==> src/rtl/dcache_miss_ctrl.sv <==
// Data-cache miss sequencer: stalls on a miss, writes back a dirty victim,
// refills the requested block, and keeps saturating miss/write-back counters.
module dcache_miss_ctrl #(
  parameter int DATA_WIDTH  = 32,
  parameter int MEM_LATENCY = 2,
  parameter int OFFSET_BITS = 4
) (
  input  logic                  clk,
  input  logic                  rst_n,
  input  logic                  rd_en,
  input  logic                  wr_en,
  input  logic [DATA_WIDTH-1:0] addr,
  input  logic                  hit,
  input  logic                  victim_dirty,
  input  logic [DATA_WIDTH-1:0] victim_addr,
  output logic                  stall,
  output logic                  wb_valid,
  output logic [DATA_WIDTH-1:0] mem_addr,
  output logic                  refill_en,
  output logic [15:0]           miss_cnt,
  output logic [15:0]           wb_cnt
);

  // state     | meaning
  // IDLE      | pipeline running; lookup result watched for a miss
  // WRITEBACK | dirty victim block being written to data_mem
  // REFILL    | requested block being fetched; refill_en on last cycle
  // RESUME    | cache tag/valid/dirty update before releasing the stall
  typedef enum logic [1:0] {IDLE, WRITEBACK, REFILL, RESUME} state_t;

  localparam logic [DATA_WIDTH-1:0] OFF_MASK = DATA_WIDTH'((64'd1 << OFFSET_BITS) - 64'd1);
  localparam logic [3:0]            LAT_LAST = 4'(MEM_LATENCY - 1);

  state_t                state_q, state_d;
  logic [3:0]            lat_cnt_q, lat_cnt_d;
  logic [DATA_WIDTH-1:0] req_blk_q, wb_blk_q;
  logic [DATA_WIDTH-1:0] addr_blk;
  logic                  access, miss, lat_done;

  assign access   = rd_en | wr_en;
  assign miss     = access & ~hit;
  assign addr_blk = addr & ~OFF_MASK;
  assign lat_done = (lat_cnt_q == LAT_LAST);

  always_comb begin
    state_d   = state_q;
    lat_cnt_d = lat_cnt_q;
    stall     = 1'b1;
    wb_valid  = 1'b0;
    refill_en = 1'b0;
    mem_addr  = req_blk_q;
    case (state_q)
      IDLE: begin
        stall     = miss;
        mem_addr  = addr_blk;
        lat_cnt_d = '0;
        if (miss) state_d = victim_dirty ? WRITEBACK : REFILL;
      end
      WRITEBACK: begin
        mem_addr = wb_blk_q;
        wb_valid = (lat_cnt_q == 4'd0);
        if (lat_done) begin
          lat_cnt_d = '0;
          state_d   = REFILL;
        end else begin
          lat_cnt_d = lat_cnt_q + 4'd1;
        end
      end
      REFILL: begin
        if (lat_done) begin
          refill_en = 1'b1;
          lat_cnt_d = '0;
          state_d   = RESUME;
        end else begin
          lat_cnt_d = lat_cnt_q + 4'd1;
        end
      end
      RESUME:  state_d = IDLE;
      default: state_d = IDLE;
    endcase
  end

  always_ff @(posedge clk or negedge rst_n) begin
    if (!rst_n) begin
      state_q   <= IDLE;
      lat_cnt_q <= '0;
      req_blk_q <= '0;
      wb_blk_q  <= '0;
      miss_cnt  <= '0;
      wb_cnt    <= '0;
    end else begin
      state_q   <= state_d;
      lat_cnt_q <= lat_cnt_d;
      // Request and victim are captured once; later input changes are ignored.
      if (state_q == IDLE && miss) begin
        req_blk_q <= addr_blk;
        wb_blk_q  <= victim_addr & ~OFF_MASK;
        if (miss_cnt != 16'hFFFF) miss_cnt <= miss_cnt + 16'd1;
        if (victim_dirty && wb_cnt != 16'hFFFF) wb_cnt <= wb_cnt + 16'd1;
      end
    end
  end

endmodule

==> config.mk <==
export PLATFORM = sky130hd
export DESIGN_NAME = dcache_miss_ctrl
export DESIGN_NICKNAME = d
export VERILOG_FILES = /design/src/rtl/dcache_miss_ctrl.sv
export SDC_FILE = /design/constraint.sdc
export NUM_CORES = 1
export LEC_CHECK = 0
export ABC_CLOCK_PERIOD_IN_PS = 2200
export BUFFER_PORTS_ARGS = -buffer_cell sky130_fd_sc_hd__buf_2
export CORE_MARGIN = 2
export CORE_UTILIZATION = 51
export DETAILED_ROUTE_END_ITERATION = 12
export GPL_TIMING_DRIVEN = 0
export HOLD_SLACK_MARGIN = 0.1
export PLACE_DENSITY = 0.79
export SYNTH_ARGS = -nofsm -noshare
export SYNTH_HDL_FRONTEND = slang
export SYNTH_SLANG_ARGS = --single-unit
==> constraint.sdc <==
create_clock -name clk -period 2.2 [get_ports clk]
set_input_delay 0 -clock clk [delete_from_list [all_inputs] [get_ports clk]]
set_output_delay 0 -clock clk [all_outputs]
set_load 0.005 [all_outputs]
==> metrics.txt <==
status=finished, final reports clean; Seq/Total Area, Yosys=50.73%; H-tree levels=3; Final Max Slew Viols=0; crit path cell chain=inv_1 -> ha_1 -> buf_4 -> nor2_4 -> clkbuf_2 -> nand2_1 -> nand2_1 -> buf_2; clock-pin transition on the worst setup and hold timing paths=100 ps; M1 WL=4848 um; top layer in use=met4; First DRT Iteration DRCs=149; ys async rst share=100.0%; Primary FF master, synth=dfrtp_1; Port Buf Inserts=124; top-area cell type share of the netlist area=50.73%; GRT Total Usage=24.98%; Initial Utilization=52.91%; die width=99.35 um; final instance area=0.006226 mm2; required time of the critical path=2200 ps; vias in the first global route=4,120; Final Skew=17.49 ps; DRC viols=0; Max-cap violations=0; final wirelength=12,200 um; yosys warns=0; RePlAce Congestion=0.8200; Post-synth EDFFs=0; met3 WL post-DR=588 um; post-CTS setup buffer count=0; post-DP HPWL=8265 um; post-layout util=71.05%; # diodes=0; vias per inst=5.510; Clk Tree Root Cell=clkbuf_8; Setup WS pre-CTS=6.107 ps; placed cell area=0.005434 mm2; Synth Area in Adders=2.698%; synthesized instance count=409; initial antenna violation count=0; Die Y=99.35 um; via count=3,962; setup violators final=0; FILL cells=624; Final period util=93.35%; layout cell share with drive strength beyond 1=38.30%; area of the core=0.008763 mm2; Finished Layout Cells=719; std cell rows=34; Nets=686; RSZ-0062 raised after global routing=false; Layout area overhead=34.27%; clk buf depth=2; routed wl met2=6391 um; FF+latch count, synth=94; CTS tree=yes; Syn Area/Cell=11.34 um2; Final Hold Vio Count=0; Placed Cells=645; largest net degree at the start of global routing=63; Critical Path Start Type=flip-flop; Synth Area in Simple Gates=17.00%; clk_lat worst skew=370 ps; grt total ovfl=0; VDD IR max=0.5881 mV; Synth Cell Area=0.004637 mm2; die footprint=0.009870 mm2; critical path's top delay family=buffers and inverters; synth top area cells=dfrtp_1 (51%), mux2_2 (14%), nand2_1 (5.7%); Synth Area in XOR/XNOR=4.722%; area fraction in compound gates after synthesis=6.476%; CP endpoint kind=output pin; Avg WL per Cell=16.96 um; slew margin rel.=60.02%; Critical path buffers and inverters=4; data arrival time of the worst path=2050 ps; length of the first detailed-routing pass in iterations=4; largest family of logic cells by synthesized area=simple AND/OR/NAND/NOR gates; Tightest Pin Transition=595.1 ps; Crit path largest cell delay=390 ps; Setup CP Type=reg2out; mux contribution to synthesized area=15.30%; Lkg Pwr=3.092 nW; TritonCTS buffer count=9; slowest stage cell, crit path=dfrtp_1; num ports=137; post-synth cell types=49; top-count cell post-synth=dfrtp_1; Max Freq=486.9 MHz; worst min-delay path category=in2async; Tot Pwr=7.091 mW; first-pass GRT wire length=19,580 um; clk sinks=94; crit-path max FO=10; post-synth top area cell=dfrtp_1; final critical path time including I/O delays and setup=2054 ps; WHS=122.5 ps; top cell types by occurrence after synthesis=dfrtp_1 (94), nand2_1 (71), mux2_2 (59); Cell Pwr Density=1139 mW/mm2; setup ws final=146.3 ps; Post-Route Setup TNS=0 ps; most numerous cell on the critical path=nand2_1; Antenna Nets Post-Route=0
-- kinds of logic (layout without fill, tap and decap cells) --
family	after synthesis	in the layout
compound gates	42	42
xor+xnor	25	25
fa+ha+maj	10	10
buf+inv	30	229
flops	94	94
mux	63	63
other cells	1	4
simple gates	144	144
-- metal layers --
layer	up-vias	GRT usage, %
met1	1949	29.96
met4	0	11.17
li1	1835	-
met2	142	44.28
met5	-	0
met3	36	3.935
-- layout by cell type, fill, tap and decap left out, types with 3 or more instances in the layout --
cell type / instances
clkbuf_4: 4
nor2_1: 10
dlygate4sd3_1: 58
nand4_2: 3
clkinvlp_4: 3
inv_1: 9
mux2_2: 59
nand4_1: 8
conb_1: 4
buf_2: 126
mux2i_1: 3
ha_1: 10
nand2_1: 71
o21ai_0: 5
a31oi_1: 3
nor3_1: 9
buf_4: 7
clkbuf_1: 4
xor2_1: 17
a22oi_1: 28
and3_1: 4
clkbuf_8: 9
nor4_1: 6
nand3_1: 8
dfrtp_1: 94
nor4b_2: 3
xnor2_1: 8
-- registers in the layout, summed over array words and instances, names as in the netlist --
signal	count
req_blk_q	28
wb_blk_q	28
miss_cnt	16
wb_cnt	16
lat_cnt_q	4
state_q	2
-- worst register-to-register path, cell delays in order, from the launching register on --
cell and delay, ps:
dfrtp_1 410, inv_1 130, ha_1 160, buf_4 180, inv_2 70, or3_1 360
clkbuf_1 190, nor4b_2 300, xor2_1 170
-- repair_timing --
item,4_1_cts,5_1_grt
hold buffers,58,0
setup endpoints to repair,20,35
resized for setup,7,7
endpoints found under the hold margin,152,0
-- final cells by class --
type	count	area, um2	area share (%)
Sequential cell	94	2352	37.78
Multi-Input combinational cell	288	2171	34.87
Timing Repair Buffer	183	1231	19.77
Tap cell	108	135.1	2.170
Clock buffer	9	123.9	1.990
Buffer	20	118.9	1.909
Clock inverter	7	56.30	0.9043
Inverter	10	37.54	0.6029
-- path summary, 6_finish.rpt --
path / from / to / slack (ps) / cells after the start
setup / recovery: state_q[0]$_DFFE_PN0P_ / mem_addr[29] / 150 / 8
setup reg to reg: state_q[0]$_DFFE_PN0P_ / miss_cnt[14]$_DFFE_PN0P_ / 160 / 8
max in group asynchronous: rst_n / req_blk_q[19]$_DFFE_PN0P_ / 1430 / 3
hold reg to reg: req_blk_q[19]$_DFFE_PN0P_ / req_blk_q[19]$_DFFE_PN0P_ / 510 / 1
min in group clk: rd_en / miss_cnt[2]$_DFFE_PN0P_ / 140 / 4
hold / removal: rst_n / wb_cnt[15]$_DFFE_PN0P_ / 120 / 2
-- where the power goes --
| group | switching, mW | leakage (nW) | internal [mW] |
|---|---|---|---|
| clock network | 0.659 | 0.0842 | 0.425 |
| registers | 0.461 | 1.16 | 2.38 |
| logic | 1.59 | 1.85 | 1.58 |
(Power assumes the default switching activity.)
